## config.mk

```make
export PLATFORM = sky130hd
export DESIGN_NAME = extream_val_pipe_flat
export DESIGN_NICKNAME = d
export VERILOG_FILES = /design/src/rtl/extream_pkg.sv /design/src/rtl/extream_val_pipe_if.sv /design/src/rtl/extream_node.sv /design/src/rtl/extream_val_pipe.sv /design/src/flat_wrapper.sv
export SDC_FILE = /design/constraint.sdc
export NUM_CORES = 1
export LEC_CHECK = 0
export CAP_MARGIN = 20
export CORE_MARGIN = 2
export CORE_UTILIZATION = 41
export CTS_BUF_LIST = sky130_fd_sc_hd__clkbuf_8
export CTS_CLUSTER_SIZE = 20
export DETAILED_ROUTE_END_ITERATION = 8
export PLACE_DENSITY = 0.67
export SYNTH_ARGS = -nofsm -noshare
export SYNTH_HDL_FRONTEND = slang
export SYNTH_HIERARCHICAL = 1
export SYNTH_SLANG_ARGS = --single-unit
```

## constraint.sdc

```tcl
create_clock -name clk -period 2.42 [get_ports clk]
set_input_delay 0.363 -clock clk [delete_from_list [all_inputs] [get_ports clk]]
set_output_delay 0.363 -clock clk [all_outputs]
set_load 0.02 [all_outputs]
```

## src/rtl/extream_pkg.sv

```systemverilog
// Shared types and helpers for the pipelined
// min/max tree reducer.
package extream_pkg;

  localparam logic MODE_MIN = 1'b0;
  localparam logic MODE_MAX = 1'b1;

  // Operands are pre-extended to this width by
  // the caller so one helper serves any DATA_SZ.
  localparam int CMP_W = 32;

  function automatic logic better(
    input logic [CMP_W-1:0] a,
    input logic [CMP_W-1:0] b,
    input logic             mode,
    input logic             signed_cmp
  );
    logic lt;
    logic gt;
    if (signed_cmp) begin
      lt = $signed(b) < $signed(a);
      gt = $signed(b) > $signed(a);
    end else begin
      lt = b < a;
      gt = b > a;
    end
    return (mode == MODE_MIN) ? lt : gt;
  endfunction

endpackage

```

## src/rtl/extream_val_pipe_if.sv

```systemverilog
// Valid/ready bundle between candidate-set
// producers, the reducer and its consumer.
interface extream_val_pipe_if #(
  parameter int LEVEL   = 3,
  parameter int DATA_SZ = 4,
  parameter int TAG_SZ  = 4
);
  localparam int N      = 2 ** (LEVEL - 1);
  localparam int IDX_SZ = LEVEL - 1;

  logic                 in_valid;
  logic                 in_ready;
  logic                 in_mode;
  logic [N*DATA_SZ-1:0] in_raw;
  logic [N-1:0]         in_mask;
  logic [TAG_SZ-1:0]    in_tag;

  logic                 out_valid;
  logic                 out_ready;
  logic [DATA_SZ-1:0]   out_result;
  logic [IDX_SZ-1:0]    out_index;
  logic                 out_found;
  logic [TAG_SZ-1:0]    out_tag;

  modport master (
    output in_valid, in_mode, in_raw,
    output in_mask, in_tag, out_ready,
    input  in_ready, out_valid, out_result,
    input  out_index, out_found, out_tag
  );

  modport slave (
    input  in_valid, in_mode, in_raw,
    input  in_mask, in_tag, out_ready,
    output in_ready, out_valid, out_result,
    output out_index, out_found, out_tag
  );

endinterface

```

## src/rtl/extream_node.sv

```systemverilog
// One compare-select cell of the reduction tree;
// ties keep the left (lower-index) child.
module extream_node
  import extream_pkg::*;
#(
  parameter int DATA_SZ = 4,
  parameter int IDX_SZ  = 2,
  parameter int SIGNED  = 0
) (
  input  logic               mode_i,
  input  logic [DATA_SZ-1:0] l_val_i,
  input  logic [IDX_SZ-1:0]  l_idx_i,
  input  logic               l_pres_i,
  input  logic [DATA_SZ-1:0] r_val_i,
  input  logic [IDX_SZ-1:0]  r_idx_i,
  input  logic               r_pres_i,
  output logic [DATA_SZ-1:0] val_o,
  output logic [IDX_SZ-1:0]  idx_o,
  output logic               pres_o
);

  logic [CMP_W-1:0] l_ext;
  logic [CMP_W-1:0] r_ext;
  logic             pick_r;

  if (SIGNED != 0) begin : g_sext
    assign l_ext = CMP_W'($signed(l_val_i));
    assign r_ext = CMP_W'($signed(r_val_i));
  end else begin : g_zext
    assign l_ext = CMP_W'(l_val_i);
    assign r_ext = CMP_W'(r_val_i);
  end

  assign pick_r = r_pres_i & (~l_pres_i |
    better(l_ext, r_ext, mode_i, SIGNED != 0));

  // Select winner; an empty pair yields zeros
  always_comb begin
    val_o  = '0;
    idx_o  = '0;
    pres_o = 1'b0;
    if (pick_r) begin
      val_o  = r_val_i;
      idx_o  = r_idx_i;
      pres_o = 1'b1;
    end else if (l_pres_i) begin
      val_o  = l_val_i;
      idx_o  = l_idx_i;
      pres_o = 1'b1;
    end
  end

endmodule

```

## src/rtl/extream_val_pipe.sv

```systemverilog
// Pipelined min/max reducer: one register stage
// per tree level, global stall on backpressure.
module extream_val_pipe
  import extream_pkg::*;
#(
  parameter int LEVEL   = 3,
  parameter int DATA_SZ = 4,
  parameter int TAG_SZ  = 4,
  parameter int SIGNED  = 0
) (
  input logic              clk,
  input logic              rst_n,
  extream_val_pipe_if.slave bus
);

  localparam int N      = 2 ** (LEVEL - 1);
  localparam int D      = LEVEL - 1;
  localparam int IDX_SZ = LEVEL - 1;

  // Heap-numbered internal nodes: root is 1,
  // children of n are 2n and 2n+1, leaves are
  // N..2N-1 and come straight from the input.
  logic [DATA_SZ-1:0] nv_d [1:N-1];
  logic [DATA_SZ-1:0] nv_q [1:N-1];
  logic [IDX_SZ-1:0]  ni_d [1:N-1];
  logic [IDX_SZ-1:0]  ni_q [1:N-1];
  logic [N-1:1]       np_d;
  logic [N-1:1]       np_q;

  logic               vld_q [1:D];
  logic [TAG_SZ-1:0]  tag_q [1:D];
  // Mode seen by tree level k is mode_c[k-1]
  logic [D-1:0]       mode_c;

  logic en;

  assign en          = ~(bus.out_valid & ~bus.out_ready);
  assign bus.in_ready = en;
  assign mode_c[0]   = bus.in_mode;

  if (D > 1) begin : g_mode
    logic [D-1:1] mode_r;

    // Carry mode alongside data between levels
    always_ff @(posedge clk or negedge rst_n) begin
      if (!rst_n) begin
        mode_r <= '0;
      end else if (en) begin
        mode_r[1] <= bus.in_mode;
        for (int k = 2; k < D; k++) begin
          mode_r[k] <= mode_r[k-1];
        end
      end
    end

    assign mode_c[D-1:1] = mode_r;
  end

  for (genvar n = 1; n < N; n++) begin : g_node
    localparam int LC = 2 * n;
    localparam int RC = 2 * n + 1;
    localparam int K  = D - ($clog2(n + 1) - 1);

    logic [DATA_SZ-1:0] lv;
    logic [DATA_SZ-1:0] rv;
    logic [IDX_SZ-1:0]  li;
    logic [IDX_SZ-1:0]  ri;
    logic               lp;
    logic               rp;

    if (LC >= N) begin : g_leaf
      assign lv = bus.in_raw[(LC-N)*DATA_SZ +: DATA_SZ];
      assign rv = bus.in_raw[(RC-N)*DATA_SZ +: DATA_SZ];
      assign li = IDX_SZ'(LC - N);
      assign ri = IDX_SZ'(RC - N);
      assign lp = bus.in_mask[LC-N];
      assign rp = bus.in_mask[RC-N];
    end else begin : g_inner
      assign lv = nv_q[LC];
      assign rv = nv_q[RC];
      assign li = ni_q[LC];
      assign ri = ni_q[RC];
      assign lp = np_q[LC];
      assign rp = np_q[RC];
    end

    extream_node #(
      .DATA_SZ (DATA_SZ),
      .IDX_SZ  (IDX_SZ),
      .SIGNED  (SIGNED)
    ) u_node (
      .mode_i   (mode_c[K-1]),
      .l_val_i  (lv),
      .l_idx_i  (li),
      .l_pres_i (lp),
      .r_val_i  (rv),
      .r_idx_i  (ri),
      .r_pres_i (rp),
      .val_o    (nv_d[n]),
      .idx_o    (ni_d[n]),
      .pres_o   (np_d[n])
    );
  end

  // Node result registers, all levels at once
  always_ff @(posedge clk or negedge rst_n) begin
    if (!rst_n) begin
      for (int n = 1; n < N; n++) begin
        nv_q[n] <= '0;
        ni_q[n] <= '0;
      end
      np_q <= '0;
    end else if (en) begin
      nv_q <= nv_d;
      ni_q <= ni_d;
      np_q <= np_d;
    end
  end

  // Stage valid and tag shift register
  always_ff @(posedge clk or negedge rst_n) begin
    if (!rst_n) begin
      for (int k = 1; k <= D; k++) begin
        vld_q[k] <= 1'b0;
        tag_q[k] <= '0;
      end
    end else if (en) begin
      vld_q[1] <= bus.in_valid;
      tag_q[1] <= bus.in_tag;
      for (int k = 2; k <= D; k++) begin
        vld_q[k] <= vld_q[k-1];
        tag_q[k] <= tag_q[k-1];
      end
    end
  end

  assign bus.out_valid  = vld_q[D];
  assign bus.out_tag    = tag_q[D];
  assign bus.out_result = nv_q[1];
  assign bus.out_index  = ni_q[1];
  assign bus.out_found  = np_q[1];

endmodule

```

## src/flat_wrapper.sv

```systemverilog
// flat-port wrapper written by rule: the top's interface ports become plain ports
module extream_val_pipe_flat import extream_pkg::*;
#(
  parameter int LEVEL   = 3,
  parameter int DATA_SZ = 4,
  parameter int TAG_SZ  = 4,
  parameter int SIGNED  = 0
)
  (clk, rst_n, bus_in_valid, bus_in_mode, bus_in_raw, bus_in_mask, bus_in_tag, bus_out_ready, bus_in_ready, bus_out_valid, bus_out_result, bus_out_index, bus_out_found, bus_out_tag);
  extream_val_pipe_if #(.LEVEL(LEVEL), .DATA_SZ(DATA_SZ), .TAG_SZ(TAG_SZ)) bus_i ();
  input logic clk;
  input logic rst_n;
  input wire logic [$bits(bus_i.in_valid)-1:0] bus_in_valid;
  input wire logic [$bits(bus_i.in_mode)-1:0] bus_in_mode;
  input wire logic [$bits(bus_i.in_raw)-1:0] bus_in_raw;
  input wire logic [$bits(bus_i.in_mask)-1:0] bus_in_mask;
  input wire logic [$bits(bus_i.in_tag)-1:0] bus_in_tag;
  input wire logic [$bits(bus_i.out_ready)-1:0] bus_out_ready;
  output wire logic [$bits(bus_i.in_ready)-1:0] bus_in_ready;
  output wire logic [$bits(bus_i.out_valid)-1:0] bus_out_valid;
  output wire logic [$bits(bus_i.out_result)-1:0] bus_out_result;
  output wire logic [$bits(bus_i.out_index)-1:0] bus_out_index;
  output wire logic [$bits(bus_i.out_found)-1:0] bus_out_found;
  output wire logic [$bits(bus_i.out_tag)-1:0] bus_out_tag;
  assign bus_i.in_valid = bus_in_valid;
  assign bus_i.in_mode = bus_in_mode;
  assign bus_i.in_raw = bus_in_raw;
  assign bus_i.in_mask = bus_in_mask;
  assign bus_i.in_tag = bus_in_tag;
  assign bus_i.out_ready = bus_out_ready;
  assign bus_in_ready = bus_i.in_ready;
  assign bus_out_valid = bus_i.out_valid;
  assign bus_out_result = bus_i.out_result;
  assign bus_out_index = bus_i.out_index;
  assign bus_out_found = bus_i.out_found;
  assign bus_out_tag = bus_i.out_tag;
  extream_val_pipe #(.LEVEL(LEVEL), .DATA_SZ(DATA_SZ), .TAG_SZ(TAG_SZ), .SIGNED(SIGNED)) u_core (.clk(clk), .rst_n(rst_n), .bus(bus_i));
endmodule
```

==> results of run 1 <==
==> power by group through the flow <==
stage	Clock [uW]	Combinational, uW	Sequential [uW]
6_report	360	651	705
4_1_cts	381	659	707
2_1_floorplan	0	423	746
5_1_grt	405	713	721
3_5_place_dp	0	658	716
3_3_place_gp	0	649	715
==> cell families (layout without fill, tap and decap cells) <==
family / count (synthesis) / count (layout) / share of synthesized area (%)
mux: 49 / 49 / 30.2
flops: 32 / 32 / 38.1
simple gates: 32 / 32 / 7.39
buf+inv: 42 / 86 / 10.7
fa+ha+maj: 12 / 12 / 7.15
other cells: 2 / 8 / 0.358
compound gates: 15 / 15 / 6.08
==> layout make-up <==
class	instances	area share, %
Tap cell	70	3.33
Clock inverter	2	0.333
Sequential cell	32	30.4
Inverter	34	4.85
Timing Repair Buffer	45	16.7
Multi-Input combinational cell	116	41.7
Clock buffer	5	2.62
==> flip-flops by register name, summed over array words and instances (netlist names), 2 cells and up <==
name / count
u_core/bus.out_result: 4
u_core/bus.out_tag: 4
u_core/g_node.lv: 4
u_core/g_node.rv: 4
u_core/tag_q: 4
u_core/np_q: 3
u_core/bus.out_index: 2
u_core/g_node.li: 2
u_core/g_node.ri: 2
==> synth_stat cells <==
library cell and instances:
sky130_fd_sc_hd__a21oi_1 6, sky130_fd_sc_hd__a31o_1 3, sky130_fd_sc_hd__buf_12 2, sky130_fd_sc_hd__buf_4 4, sky130_fd_sc_hd__buf_6 1, sky130_fd_sc_hd__buf_8 1, sky130_fd_sc_hd__conb_1 2, sky130_fd_sc_hd__dfrtp_1 32
sky130_fd_sc_hd__ha_1 12, sky130_fd_sc_hd__inv_1 34, sky130_fd_sc_hd__mux2_2 3, sky130_fd_sc_hd__mux2_4 28, sky130_fd_sc_hd__mux2i_1 18, sky130_fd_sc_hd__nand2_1 21, sky130_fd_sc_hd__nand4_1 3, sky130_fd_sc_hd__nor2b_1 3
sky130_fd_sc_hd__nor2b_4 1, sky130_fd_sc_hd__o211ai_1 3, sky130_fd_sc_hd__o21ai_4 3, sky130_fd_sc_hd__or2_2 4
==> worst register-to-register path: stages, from the launching register on <==
cell and delay [ns]:
sky130_fd_sc_hd__dfrtp_1 0.41, sky130_fd_sc_hd__ha_1 0.30, sky130_fd_sc_hd__nor2b_1 0.14, sky130_fd_sc_hd__o211ai_1 0.11
sky130_fd_sc_hd__a31o_1 0.26, sky130_fd_sc_hd__o21ai_4 0.26, sky130_fd_sc_hd__mux2i_1 0.15, sky130_fd_sc_hd__mux2_4 0.28
==> how the worst min path moves through the flow <==
| stage | end | slack, ns | startpoint |
|---|---|---|---|
| 3_3_place_gp | u_core/bus.out_valid | 0.44 | u_core/vld_q[1] |
| 6_report | u_core/bus.out_valid | 0.46 | u_core/vld_q[1] |
| 5_1_grt | u_core/bus.out_valid | 0.48 | u_core/vld_q[1] |
| 2_1_floorplan | u_core/bus.out_index[0] | 0.07 | rst_n |
| 3_5_place_dp | u_core/bus.out_valid | 0.44 | u_core/vld_q[1] |
| 4_1_cts | u_core/bus.out_valid | 0.46 | u_core/vld_q[1] |
==> per-layer routing <==
layer  wire length (um)  global-route usage (%)  vias to the layer above
li1                   -                       -                      699
met1               1630                    18.3                      618
met2               1590                    21.6                       34
met3                168                    3.17                        2
met4                 21                    5.26                        0
met5                  0                       0                        -
==> metrics by stage <==
stage / worst slack, ns / utilization, % / cells
2_1_floorplan: 0.567 / - / 190
3_3_place_gp: -0.0763 / 51.0 / 297
3_5_place_dp: -0.119 / 51.0 / 297
4_1_cts: 0.171 / 52.5 / 304
5_1_grt: 0.0614 / 52.5 / 304
6_report: 0.177 / 52.5 / 304
==> metrics, run 1 <==
Finished Cell Area 2630 um^2; largest net degree at the start of global routing 33; final period demand of the worst path 2.24 ns; terminus of the critical flop-to-flop path u_core/bus.out_index[1]; # IOs 42; beginning of the worst register-to-register path u_core/g_node[1].rv[1]; Worst Clk Skew 0.00445 ns; total half-perimeter wirelength after legalization and detailed placement 2610 um; number of antenna diodes 0; Slowest cell on crit path sky130_fd_sc_hd__clkdlybuf4s50_1; Final period util 92.7%; CTS clock-pin slew for the worst setup and hold paths 0.06 ns; first-pass GRT wire length 5910 um; GRT Total Usage 13.7%; via/cell ratio 4.45; residual antenna-violating net count after detailed routing 0; Setup Crit Path Kind primary input to register; Worst Reg2Reg Path Length in Cells 7; areal power density over the cells 652 nW/um^2; total negative slack 0 ns; Total Die Area 5710 um^2; Synth area leader sky130_fd_sc_hd__dfrtp_1; drc violations 0; arrival time at the worst endpoint 2.40 ns; P_sw 512 uW; Max Buffers Root-to-Sink 2; top library cells by usage in the layout, fill and taps aside 41 x sky130_fd_sc_hd__clkdlybuf4s50_1, 35 x sky130_fd_sc_hd__inv_1, 32 x sky130_fd_sc_hd__dfrtp_1; ordered cell list for the critical path clkdlybuf4s50_1 -> inv_1 -> ha_1 -> nor2b_1 -> o211ai_1 -> a21oi_1 -> o21ai_4 -> mux2i_1 -> mux2_4; router iterations before antenna repair 4; critical path launch point type primary input; overall die width 75.6 um; clock tree from TritonCTS done; total wirelength of the detailed-routed design 3410 um; Synth top area share 38.1%; filler cell count 483; crit path capture u_core/g_node[1].lv[0]; GRT Residual Overflow 0; tightest hold margin 0.455 ns; vias in the first global route 1287; switching power share of the total 29.8%; Seq pwr share 41.1%; CTS hold repair buffers 0; layout cell share with drive strength beyond 1 20.9%; most common cell after layout, fill and taps aside sky130_fd_sc_hd__clkdlybuf4s50_1; die height 75.6 um; delay of the slowest cell on the worst path 0.48 ns; run status finished clean; core region area 5010 um^2; cell row count 26; initial antenna violation count 0; flip-flop and latch count after synthesis 32; crit path capture type register; max-slew violations 0; number of buffers added for setup after CTS 0; total CTS buffers 5; clock latency at the later pin of the worst-skew pair 0.27 ns; Comb pwr share 38.0%; area taken by multi-input logic gates 1100 um^2; crit path buf inv count 2; net total in the final layout 275; clock root buffer sky130_fd_sc_hd__clkbuf_8; Area contributors post-synth sky130_fd_sc_hd__dfrtp_1 38%, sky130_fd_sc_hd__mux2_4 20%, sky130_fd_sc_hd__mux2i_1 8.6%; cell area after technology mapping 2100 um^2; minimum setup slack among reg-to-reg paths 0.41 ns; sink count of the clock tree 32; kind of cell adding the most delay to the critical path compound AO/OA/AOI/OAI gates; sequential standard cell area 801 um^2; largest fanout of any net on the critical path 6; Max H-tree Level 2; number of endpoints with negative hold slack in the final report 0; # Max-Cap Violations 0; Clk network pwr share 21.0%; post-synthesis cell type count 20; total power consumption of the routed design 1720 uW; Starting Density 41.9%; Slew headroom 62.9%; top achievable clock speed 446 MHz; Syn. warnings 6; P_leak 0.00136 uW; worst min-delay path category register to register; Crit path required time 2.57 ns; total internal power 1200 uW; weighted congestion at the end of routability-driven global placement 0.729; WL/cell 11.2 um; final-report setup violation count 0; buffers added on ports 41; register area share after synthesis 38.1%; depth of the worst hold-timing path 1; Synth Area per Inst 11.4 um^2; RSZ-0062 raised after global routing false; count of mapped cells out of synthesis 184; area overhead of the layout relative to synthesis 25.3%; dpl cell area 2550 um^2; VDD IR max 281 uV; Worst setup startpoint bus_in_raw[1]; detailed-route via count 1353; count of instances resized after the clock tree is built 0; slew at the pin with the worst max-slew slack 0.557 ns; number of cells on the critical path 9; initial drt markers 37
Note: power is estimated with default switching activity, not from simulation.
==> run 2, diff against run 1 <==
Settings changed: CORE_ASPECT_RATIO set to 0.75.
==> metrics, run 2 (synthesis gave the netlist of run 1 again) <==
clock root buffer sky130_fd_sc_hd__clkbuf_8; overall die width 86.6 um (+15%); total internal power 1380 uW (+14%); number of cells on the critical path 9 (unchanged); final period demand of the worst path 2.20 ns (-0.0463 ns); Worst Reg2Reg Path Length in Cells 8 (+1); CTS clock-pin slew for the worst setup and hold paths 0.06 ns (about the same); total power consumption of the routed design 1900 uW (+11%); Total Die Area 5710 um^2 (about the same); layout cell share with drive strength beyond 1 21.7% (+0.76 points); Crit path required time 2.58 ns (about the same); first-pass GRT wire length 5780 um (-2.2%); number of buffers added for setup after CTS 0 (unchanged); crit path capture type register; GRT Total Usage 13.5% (-0.17 points); total half-perimeter wirelength after legalization and detailed placement 2670 um (+2.2%); Max Buffers Root-to-Sink 2 (unchanged); slew at the pin with the worst max-slew slack 0.543 ns (-0.0137 ns); Final period util 90.8% (-1.9 points); RSZ-0062 raised after global routing false; area overhead of the layout relative to synthesis 27.1%; via/cell ratio 4.49 (+0.84%); areal power density over the cells 711 nW/um^2 (+9.1%); crit path capture u_core/g_node[1].lv[2]; terminus of the critical flop-to-flop path u_core/bus.out_result[0]; run status finished clean; sequential standard cell area 801 um^2 (unchanged); crit path buf inv count 2 (unchanged); Clk network pwr share 28.7% (+7.7 points); max-slew violations 0 (unchanged); area taken by multi-input logic gates 1100 um^2 (unchanged); GRT Residual Overflow 0 (unchanged); filler cell count 448 (-7.2%); buffers added on ports 41 (unchanged); Worst Clk Skew 0.00784 ns (+0.00339 ns); Starting Density 42.8% (+0.94 points); final-report setup violation count 0 (unchanged); Max H-tree Level 2 (unchanged); core region area 4900 um^2 (-2.2%); total CTS buffers 5 (unchanged); Setup Crit Path Kind primary input to register; arrival time at the worst endpoint 2.36 ns (-0.04 ns); die height 66.0 um (-13%); Seq pwr share 37.2% (-3.9 points); clock latency at the later pin of the worst-skew pair 0.28 ns (about the same); largest fanout of any net on the critical path 6 (unchanged); VDD IR max 256 uV (-8.9%); minimum setup slack among reg-to-reg paths 0.41 ns (about the same); router iterations before antenna repair 4 (unchanged); kind of cell adding the most delay to the critical path compound AO/OA/AOI/OAI gates; dpl cell area 2540 um^2 (-0.49%); CTS hold repair buffers 0 (unchanged); WL/cell 11.5 um (+2.7%); cell row count 22 (-15%); most common cell after layout, fill and taps aside sky130_fd_sc_hd__clkdlybuf4s50_1; vias in the first global route 1255 (-2.5%); total negative slack 0 ns (unchanged); weighted congestion at the end of routability-driven global placement 0.794 (+9.0%); residual antenna-violating net count after detailed routing 0 (unchanged); critical path launch point type primary input; initial antenna violation count 0 (unchanged); switching power share of the total 27.5% (-2.3 points); initial drt markers 29 (-22%); count of instances resized after the clock tree is built 0 (unchanged); total wirelength of the detailed-routed design 3400 um (-0.38%); Slew headroom 63.8% (+0.91 points); Finished Cell Area 2670 um^2 (+1.4%); number of antenna diodes 0 (unchanged); # IOs 42 (unchanged); Comb pwr share 34.1% (-3.9 points); worst min-delay path category register to register; drc violations 0 (unchanged); beginning of the worst register-to-register path u_core/g_node[1].lv[1]; P_sw 522 uW (+2.0%); sink count of the clock tree 32 (unchanged); top achievable clock speed 455 MHz (+2.1%); top library cells by usage in the layout, fill and taps aside 41 x sky130_fd_sc_hd__clkdlybuf4s50_1, 34 x sky130_fd_sc_hd__inv_1, 32 x sky130_fd_sc_hd__dfrtp_1; ordered cell list for the critical path clkdlybuf4s50_1 -> inv_1 -> ha_1 -> nor2b_1 -> o211ai_1 -> a21oi_1 -> o21ai_4 -> mux2i_1 -> mux2_4; Slowest cell on crit path sky130_fd_sc_hd__clkdlybuf4s50_1; largest net degree at the start of global routing 33 (unchanged); clock tree from TritonCTS done; detailed-route via count 1324 (-2.1%); net total in the final layout 275 (unchanged); Worst setup startpoint bus_in_raw[1]; P_leak 0.00138 uW (+1.4%); number of endpoints with negative hold slack in the final report 0 (unchanged); delay of the slowest cell on the worst path 0.47 ns (about the same); launch instance of the worst min-delay path u_core/vld_q[1]; # Max-Cap Violations 0 (unchanged)
[run 2: cell count changes in the layout (fill, tap and decap cells not counted), sizes merged]
cell,previous run,this run
clkinv,1,0
inv,35,34
bufinv,0,1
clkbuf,5,7
[run 2: worst reg2reg max path, delay by kind of cell (launching register included)]
family	cells	cell delay (ns)
compound gates	3	0.63
simple gates	1	0.13
flops	1	0.38
buf+inv	1	0.05
fa+ha+maj	1	0.29
mux	2	0.40
[run 2: stage by stage]
step / utilization (%) / hold WS (ns) / setup slack [ns] / std cells
finish: 54.4 / 0.472 / 0.224 / 295
global route: 54.4 / 0.494 / 0.0886 / 295
CTS: 54.4 / 0.463 / 0.212 / 295
detailed placement: 51.9 / 0.450 / -0.0927 / 287
global placement: 51.9 / 0.440 / -0.0796 / 287
floorplan: - / 0.0674 / 0.567 / 190
[run 2: worst min path at each step]
stage                                    end  slack [ns]  cells past startpoint
floorplan            u_core/bus.out_index[0]        0.07                      0
global placement        u_core/bus.out_valid        0.44                      1
detailed placement      u_core/bus.out_valid        0.45                      1
CTS                     u_core/bus.out_valid        0.46                      1
global route        u_core/bus.out_result[3]        0.49                      2
finish                  u_core/bus.out_valid        0.47                      1
[run 2: power by group through the flow]
stage	sequential, uW	combinational, uW	clock, uW
floorplan	746	423	0
global placement	714	647	0
detailed placement	717	656	0
CTS	707	657	564
global route	721	705	604
finish	706	647	545
[run 2: routing by layer]
layer  global-route usage (%)  routed length (um)  vias to the layer above
met5                        0                   0                        -
met2                     18.7                1330                       38
met3                     4.24                 170                        4
li1                         -                   -                      699
met1                     18.8                1850                      583
met4                     7.03                  48                        0
[run 2: final cells by class]
type,count,share of cell area [%]
multi-input cells,116,41.1
flip-flops and latches,32,30.0
repair buffers,45,16.5
inverters,34,4.78
clock buffers,7,3.61
well taps,60,2.81
clock inverters,1,1.13
